File: src/rtl/stc_intc_pkg.sv
// Shared constants for the system-timer interrupt controller.
// Latency: n/a (constants only).
// Backpressure: n/a.
package stc_intc_pkg;

  // Number of sources: timer_int[3:0] plus wdg_out_int at bit 4.
  localparam int NSRC_DEF = 5;

  // Width of each per-source saturating event counter.
  localparam int CNT_W = 8;

  // Register word addresses (paddr[11:2]).
  localparam logic [9:0] ADDR_CTRL   = 10'h000;
  localparam logic [9:0] ADDR_MASK   = 10'h001;
  localparam logic [9:0] ADDR_PEND   = 10'h002;
  localparam logic [9:0] ADDR_EOI    = 10'h003;
  localparam logic [9:0] ADDR_STATUS = 10'h004;
  localparam logic [9:0] ADDR_CNT0   = 10'h008;

  // Request/service state encoding, visible in STATUS[1:0].
  localparam logic [1:0] ST_IDLE    = 2'd0;
  localparam logic [1:0] ST_REQ     = 2'd1;
  localparam logic [1:0] ST_SERVICE = 2'd2;

endpackage

File: src/rtl/stc_intc_src.sv
// Per-source slice: input edge detect, pending bit and saturating event counter.
// Latency: src high in cycle t -> pending visible in cycle t+2 (edge and level alike).
// Backpressure: none; counter saturates at all-ones instead of wrapping.
module stc_intc_src
  import stc_intc_pkg::*;
(
  input  logic             pclk,
  input  logic             preset,
  input  logic             src,
  input  logic             mode,     // 1 = edge, 0 = level
  input  logic             w1c,      // software clear of the pending bit
  input  logic             ack_clr,  // clear on core acknowledge
  input  logic             cnt_clr,  // software clear of the counter
  output logic             pend,
  output logic [CNT_W-1:0] cnt
);

  logic src_q;
  logic ev;
  logic ev_q;

  // Rising edge seen on the raw input against its one-cycle-old copy.
  assign ev = src & ~src_q;

  // Input history; the event is registered once more so edge-mode pending
  // lands on the same cycle as level-mode pending (which follows src_q).
  always_ff @(posedge pclk or posedge preset) begin
    if (preset) begin
      src_q <= 1'b0;
      ev_q  <= 1'b0;
    end else begin
      src_q <= src;
      ev_q  <= ev;
    end
  end

  // Pending: a new edge beats any clear in the same cycle; level sources
  // simply mirror src_q so a clear cannot stick.
  always_ff @(posedge pclk or posedge preset) begin
    if (preset) begin
      pend <= 1'b0;
    end else if (mode) begin
      if (ev_q)
        pend <= 1'b1;
      else if (w1c || ack_clr)
        pend <= 1'b0;
    end else begin
      pend <= src_q;
    end
  end

  // Event counter counts every edge in either mode; a clear write wins.
  always_ff @(posedge pclk or posedge preset) begin
    if (preset) begin
      cnt <= '0;
    end else if (cnt_clr) begin
      cnt <= '0;
    end else if (ev && (cnt != {CNT_W{1'b1}})) begin
      cnt <= cnt + 1'b1;
    end
  end

endmodule

File: src/rtl/stc_intc.sv
// Interrupt controller for the system timer: APB registers, per-source pending, fixed-priority request FSM.
// Latency: src_in edge in cycle t -> pending at t+2 -> irq_req at t+3; APB read data one cycle after setup.
// Backpressure: none; pready is tied high and irq_req holds until ack or the request is withdrawn.
module stc_intc
  import stc_intc_pkg::*;
#(
  parameter int NSRC = NSRC_DEF
) (
  input  logic            pclk,
  input  logic            preset,
  input  logic            psel,
  input  logic            penable,
  input  logic            pwrite,
  input  logic [11:2]     paddr,
  input  logic [31:0]     pwdata,
  output logic [31:0]     prdata,
  output logic            pready,
  input  logic [NSRC-1:0] src_in,
  output logic            irq_req,
  output logic [2:0]      irq_id,
  input  logic            irq_ack
);

  logic            wr;
  logic            rd;
  logic            gen;
  logic [NSRC-1:0] mode;
  logic [NSRC-1:0] mask;
  logic [NSRC-1:0] pend;
  logic [NSRC-1:0] active;
  logic [2:0]      sel;
  logic [1:0]      state;
  logic [31:0]     rdata;
  logic            eoi_wr;
  logic            gen_off_wr;
  logic [CNT_W-1:0] cnt [NSRC];
  logic            unused_pwdata;

  assign pready = 1'b1;

  // Registers are accessed in the APB setup phase.
  assign wr = psel & pwrite & ~penable;
  assign rd = psel & ~pwrite & ~penable;

  assign eoi_wr     = wr && (paddr == ADDR_EOI);
  assign gen_off_wr = wr && (paddr == ADDR_CTRL) && !pwdata[0];

  assign unused_pwdata = ^pwdata[31:4+NSRC];

  // One slice per source.
  for (genvar n = 0; n < NSRC; n++) begin : g_src
    stc_intc_src u_src (
      .pclk    (pclk),
      .preset  (preset),
      .src     (src_in[n]),
      .mode    (mode[n]),
      .w1c     (wr && (paddr == ADDR_PEND) && pwdata[n]),
      .ack_clr ((state == ST_REQ) && irq_ack && (irq_id == 3'(n))),
      .cnt_clr (wr && (paddr == (ADDR_CNT0 + 10'(n)))),
      .pend    (pend[n]),
      .cnt     (cnt[n])
    );
  end

  // CTRL and MASK storage.
  always_ff @(posedge pclk or posedge preset) begin
    if (preset) begin
      gen  <= 1'b0;
      mode <= '0;
      mask <= '0;
    end else if (wr) begin
      if (paddr == ADDR_CTRL) begin
        gen  <= pwdata[0];
        mode <= pwdata[4 +: NSRC];
      end
      if (paddr == ADDR_MASK)
        mask <= pwdata[NSRC-1:0];
    end
  end

  assign active = pend & mask & {NSRC{gen}};

  // Lowest set index of active wins.
  always_comb begin
    sel = 3'd0;
    for (int i = NSRC - 1; i >= 0; i--) begin
      if (active[i])
        sel = 3'(i);
    end
  end

  // Request FSM; disabling GEN forces idle but leaves pending untouched.
  always_ff @(posedge pclk or posedge preset) begin
    if (preset) begin
      state  <= ST_IDLE;
      irq_id <= 3'd0;
    end else if (gen_off_wr) begin
      state <= ST_IDLE;
    end else begin
      case (state)
        ST_IDLE: begin
          if (active != '0) begin
            state  <= ST_REQ;
            irq_id <= sel;
          end
        end
        ST_REQ: begin
          if (irq_ack)
            state <= ST_SERVICE;
          else if (!active[irq_id])
            state <= ST_IDLE;
        end
        ST_SERVICE: begin
          if (eoi_wr)
            state <= ST_IDLE;
        end
        default: state <= ST_IDLE;
      endcase
    end
  end

  assign irq_req = (state == ST_REQ);

  // Read mux; unmapped addresses return zero.
  always_comb begin
    rdata = '0;
    case (paddr)
      ADDR_CTRL: begin
        rdata[0]           = gen;
        rdata[4 +: NSRC]   = mode;
      end
      ADDR_MASK:   rdata[NSRC-1:0] = mask;
      ADDR_PEND:   rdata[NSRC-1:0] = pend;
      ADDR_STATUS: begin
        rdata[1:0] = state;
        rdata[6:4] = irq_id;
      end
      default: begin
        for (int i = 0; i < NSRC; i++) begin
          if (paddr == (ADDR_CNT0 + 10'(i)))
            rdata[CNT_W-1:0] = cnt[i];
        end
      end
    endcase
  end

  // Read data is captured in the setup phase and held for the access phase.
  always_ff @(posedge pclk or posedge preset) begin
    if (preset)
      prdata <= '0;
    else if (rd)
      prdata <= rdata;
  end

endmodule

File: config.mk
export PLATFORM = sky130hd
export DESIGN_NAME = stc_intc
export DESIGN_NICKNAME = d
export VERILOG_FILES = /design/src/rtl/stc_intc_pkg.sv /design/src/rtl/stc_intc_src.sv /design/src/rtl/stc_intc.sv
export SDC_FILE = /design/constraint.sdc
export NUM_CORES = 1
export LEC_CHECK = 0
export CAP_MARGIN = 20
export CORE_MARGIN = 8
export CORE_UTILIZATION = 30
export DETAILED_ROUTE_END_ITERATION = 8
export PLACE_DENSITY = 0.57
export SYNTH_ARGS = -nofsm -noshare
export SYNTH_HDL_FRONTEND = slang
export SYNTH_SLANG_ARGS = --single-unit
File: constraint.sdc
create_clock -name pclk -period 3.3 [get_ports pclk]
set_input_delay 0.66 -clock pclk [delete_from_list [all_inputs] [get_ports pclk]]
set_output_delay 0.66 -clock pclk [all_outputs]
set_load 0.01 [all_outputs]
## Word-level counts from Yosys, hierarchy flattened

Cells that the tools add are included.

| storage, ports and cells | value |
|---|---|
| flip-flop bits (word level) | 80 |
| latch bits | 0 |
| bits in writable memories | 0 |
| memory bits (read-only) | 0 |
| bits of input ports | 53 |
| output and inout bits | 37 |
| word-level logic and storage cells | 176 |
| memories kept | 0 |

| cells by class | value |
|---|---|
| add/sub/neg operators | 5 |
| multipliers | 0 |
| divide/modulo/power cells | 0 |
| $lt $le $gt $ge | 1 |
| eq/ne operators | 28 |
| shifts and indexed selects | 0 |
| multiplexer cells | 50 |
| bitwise logic cells | 19 |
| reductions and logical operators | 47 |

Operators with widths:

| cell | count |
|---|---|
| $mux W8 | 15 |
| $eq A10 B4 Y1 const B | 5 |
| $add A8 B1 Y8 const B | 5 |
| $ne A8 B8 Y1 const B | 5 |
| $logic_and A1 B1 Y1 | 25 |
| $eq A10 B2 Y1 const B | 2 |
| $pmux W2 S3 | 3 |
| $mux W1 | 17 |
| $mux W3 | 5 |
| $ne A3 B1 Y1 const B | 5 |
| $pmux W1 S4 | 3 |
| $and A5 B5 Y5 | 2 |
| $eq A10 B1 Y1 const B | 1 |
| $eq A10 B3 Y1 const B | 1 |
| $logic_not A10 Y1 | 1 |
| $mux W2 | 5 |
| $reduce_bool A2 Y1 | 5 |
| $and A1 B1 Y1 | 9 |
| $not A1 Y1 | 8 |
| $eq A3 B2 Y1 const B | 2 |
| $ne A3 B3 Y1 const B | 2 |
| $reduce_and A3 Y1 | 2 |
| $logic_or A1 B1 Y1 | 5 |
| $reduce_bool A5 Y1 | 1 |
| other kinds (14) | 16 |

## Longest topological paths before layout

| depth | value |
|---|---|
| depth after elaboration | 8 |
| depth in mapped cells | 7 |
| gate-level depth less buffers | 5 |

## Modules after synthesis

Synthesis repeated with hierarchy kept, for this count alone.

| second synthesis, totals | value |
|---|---|
| cells, all modules | 524 |
| area total of the unflattened synthesis | 5158.7 um^2 |

By module, submodules not included:

| module | instances | cells an instance | area an instance (um^2) | seq. area each (um^2) |
|---|---|---|---|---|
| stc_intc_src at g_src[0].u_src ... | 4 | 57 | 600.6 | 275.3 |
| stc_intc | 1 | 238 | 2129.5 | 625.6 |
| stc_intc_src at g_src[4].u_src | 1 | 58 | 626.9 | 275.3 |

## Least setup slack after synthesis

OpenSTA, ideal clock, no wires.

| timing | value |
|---|---|
| kind | input to register |
| start | input port paddr[7] (netlist bit) |
| end | register state[1] |
| library setup time | 121 ps |
| data arrival time | 1864 ps |
| data required time | 3179 ps |
| setup slack | 1316 ps |
| stages | 5 |
| buffers on the path | 1 |
| cell sequence | or4_1 clkbuf_2 o41ai_2 a2bb2oi_1 nor2_1 |

| on the way | value |
|---|---|
| cells in the longest elaborated chain, start to end | 5 |
| elaborated cells on any way between the ends | 10 |
| those cells by class | 4 x eq/ne; 1 x mux; 5 x reduce/logical |

Ends and longest elaborated chain:

| element | RTL line | text |
|---|---|---|
| start, declared | stc_intc.sv:14 | `input logic [11:2] paddr,` |
| $logic_not A10 Y1 | stc_intc.sv:46 | `assign gen_off_wr = wr && (paddr == ADDR_CTRL) && !pwdata[0];` |
| $logic_and A1 B1 Y1 (2 in a row) | stc_intc.sv:46 |  |
| $ne A4 B4 Y1 (no line) or $ne A3 B3 Y1 (tied branches) | - |  |
| $reduce_and A3 Y1 (no line) | - |  |
| end signal, assigned | stc_intc.sv:95 | `state <= ST_IDLE;` |
| end signal, assigned | stc_intc.sv:98 | `state <= ST_IDLE;` |
| end signal, assigned | stc_intc.sv:103 | `state <= ST_REQ;` |
| end, declared | stc_intc.sv:32 | `logic [1:0] state;` |

Parallel ways exist; a longest one is shown, timed or not.
A chain may end at the register's enable or synchronous reset.

## Final worst setup path

| timing | value |
|---|---|
| start | input port paddr[4] (netlist bit) |
| end | register state[1] |

Same word-level chain as after synthesis.

==> metrics.cfg <==
[finish]
layout_commonest_cell = dfrtp_1
syn2layout_area_growth_pct = 18.3
layout.cells.non_filler = 688
final_cell_mix = 80 x dfrtp_1, 42 x clkdlybuf4s50_1, 36 x nor2_1
fin_area_sq_um = 5490
fill_cells = 1474
n_antenna_cell = 0
regArea_sq_um = 2000
multi_input_area_sq_um = 2440
fin_nets = 554
drive_above_1_share_pct = 13.0

[drt]
totalWireLength_um = 12500
vias = 3756
dr.first_iter.drc_count = 395
routedWlPerCell_um = 18.2
route.antenna.remaining_nets = 0
drt-pass1-iter-count = 6
drcViolationCount = 0
routed_via_density = 5.46

[synth]
syn_area_per_cell_sq_um = 10.3
syn_inst = 449
yosysWarnings = 0
synth-adder-area-share_pct = 1.56
synth_top_area_share_pct = 43.2
synth_top_cells_by_area = dfrtp_1 43%, mux4_2 4.4%, buf_4 4.2%
yosysUniqueCellTypes = 76
syn-cell-area_sq_um = 4640
synthMuxAreaShare_pct = 9.95
async_reset_ff_share_pct = 100
ys_seq_area_share_pct = 43.2
yosys.area.top_type = dfrtp_1
synth_top_family_by_area = simple AND/OR/NAND/NOR gates
synth_edf_count = 0
synthSimpleGateAreaFrac_pct = 21.1
synth-compound-area-share_pct = 14.8
ys_seq_elements = 80
ys.flop_type = dfrtp_1
synth_xor_area_share_pct = 3.02

[sta]
clock_skew_ps = 6.50
period_share_pct = 72.2
hold_viol = 0
min_period_ps = 2380
setup_viol = 0
report.final.slew_viol_count = 0
worst-slew-pin-transition_ps = 784
max_slew_margin_pct = 47.0
rsz0062_at_grt = no
max_freq_ghz = 0.420
finalSetupTns_ps = 0

[clocking]
numCtsBuffers = 9
holdBufCountCts = 0
root_buffer = clkbuf_16
cts_max_level = 3
cts_resized = 0
post_cts_buffers = 0
cts_buffer_depth = 2
cts.reportedPaths.clkPinSlew_ps = 60
cts_sinks = 80
clk_latency_ps = 340
cts_tree = yes

[global_route]
antenna_found_initial = 0
overflow = 0
track_usage_pct = 12.8
grt_pass1_vias = 3656
grt_pass1_wl_um = 19900
grt_max_degree = 44

[job]
maxCapViolCount = 0

[setup_path]
cp_data_arrival_time_ps = 2620
slowest_stage = clkdlybuf4s50_1
max_stage_delay_ps = 640
crit_chain = clkdlybuf4s50_1 -> or4_4 -> o41ai_2 -> a2bb2oi_1 -> nor2_1
critPathTopFamily = simple AND/OR/NAND/NOR gates
critPathLaunchType = input port
critical_path_class = input port to flop
worstPathRequired_ps = 3530
cp_max_fo = 7
end_kind = flop
cp_num_buf_inv = 1

[placement]
placed_cells = 673
dp_hpwl_um = 9550
postPlaceCellArea_sq_um = 5210
io_buffer_count = 42
routabilityCongestion = 0.844

[die]
coreArea_sq_um = 15100
io_pins = 90
rows = 45
initial_core_util_pct = 30.6
die_w_um = 140
fp.dieH_um = 140
die-area_sq_um = 19700

[power]
ir_drop_mv = 0.275
power_density_nw_per_um2 = 558
p_leak_nw = 2.21

[hold_path]
hold_path.class = flop to flop

[run_status]
outcome = finished clean

## layer usage
metal | global-route usage (%) | up-vias | wire length, um
met3 | 3.06 | 16 | 801
met4 | 5.31 | 0 | 245
met2 | 20.4 | 166 | 5960
met5 | 0 | - | 0
met1 | 16.2 | 1831 | 5520
li1 | - | 1743 | -
## tightest hold or removal path, stage by stage, from the launching register on
cell and delay (ps):
dfrtp_1 340, nand2_1 40, o21ai_0 60
## cell families (layout without fill, tap and decap cells)
kind of cell / after synthesis / count (layout)
and+or+nand+nor: 168 / 168
AOI/OAI and AO/OA: 97 / 97
DFF: 80 / 80
buffers and inverters: 47 / 76
muxes: 33 / 33
xor gates and xnor gates: 16 / 16
adders and majority gates: 6 / 6
other: 2 / 24
## synthesized netlist by cell type, drive strengths merged (4+ instances only)
| cell | n |
|---|---|
| or4 | 7 |
| mux2i | 9 |
| o21ai | 19 |
| nor2b | 5 |
| dfrtp | 80 |
| a22oi | 10 |
| and4 | 5 |
| xor2 | 12 |
| o31ai | 5 |
| inv | 10 |
| or3 | 11 |
| ha | 5 |
| nor4 | 5 |
| nand4 | 11 |
| o221ai | 5 |
| a41o | 4 |
| nand3 | 22 |
| clkbuf | 4 |
| nor3 | 7 |
| mux4 | 9 |
| nor2 | 37 |
| xnor2 | 4 |
| buf | 33 |
| nand3b | 4 |
| mux2 | 15 |
| a21oi | 19 |
| nand2 | 34 |
| o211ai | 7 |
## flip-flops by register name, summed over array words and instances, names as in the netlist
register,flops
g_src.u_src.cnt,40
prdata,9
g_src.u_src.ev_q,5
g_src.u_src.pend,5
g_src.u_src.src_q,5
mask,5
mode,5
irq_id,3
state,2
gen,1
## stage by stage
stage	power [mW]	util (%)	setup WS [ps]	hold slack, ps
global route	3.24	36.2	818	511
floorplan	1.88	-	588	427
global placement	2.09	34.4	583	467
CTS	3.08	36.2	935	488
finish	3.06	36.2	917	477
detailed placement	2.14	34.4	576	475
## worst paths after layout
kind,from,end,slack [ps],cells past startpoint
max,paddr[4],state[1]$_DFFE_PP0P_,920,5
min,prdata[8]$_DFFE_PP0P_,prdata[8]$_DFFE_PP0P_,480,2
max reg2reg,g_src[3].u_src.cnt[0]$_DFFE_PP0P_,g_src[3].u_src.cnt[5]$_DFFE_PP0P_,1510,5
min reg2reg,prdata[8]$_DFFE_PP0P_,prdata[8]$_DFFE_PP0P_,480,2
max in group asynchronous,preset,g_src[3].u_src.cnt[3]$_DFFE_PP0P_,1910,3
min in group asynchronous,preset,g_src[4].u_src.src_q$_DFF_PP0_,730,2
## final cells by class
class                      instances  area share [%]
multi-input combinational        344            44.4
clock buffer                      12            4.67
tap                              188            4.29
clock inverter                     3           0.319
inverter                          10           0.707
sequential                        80            36.5
timing repair buffer              51            9.12
## power by group
part	internal (mW)	leakage (nW)	switching (mW)
sequential	1.17	1.02	0.305
combinational	0.315	1.05	0.338
clock	0.544	0.134	0.387
No activity file was read; power rests on OpenSTA's default activity.
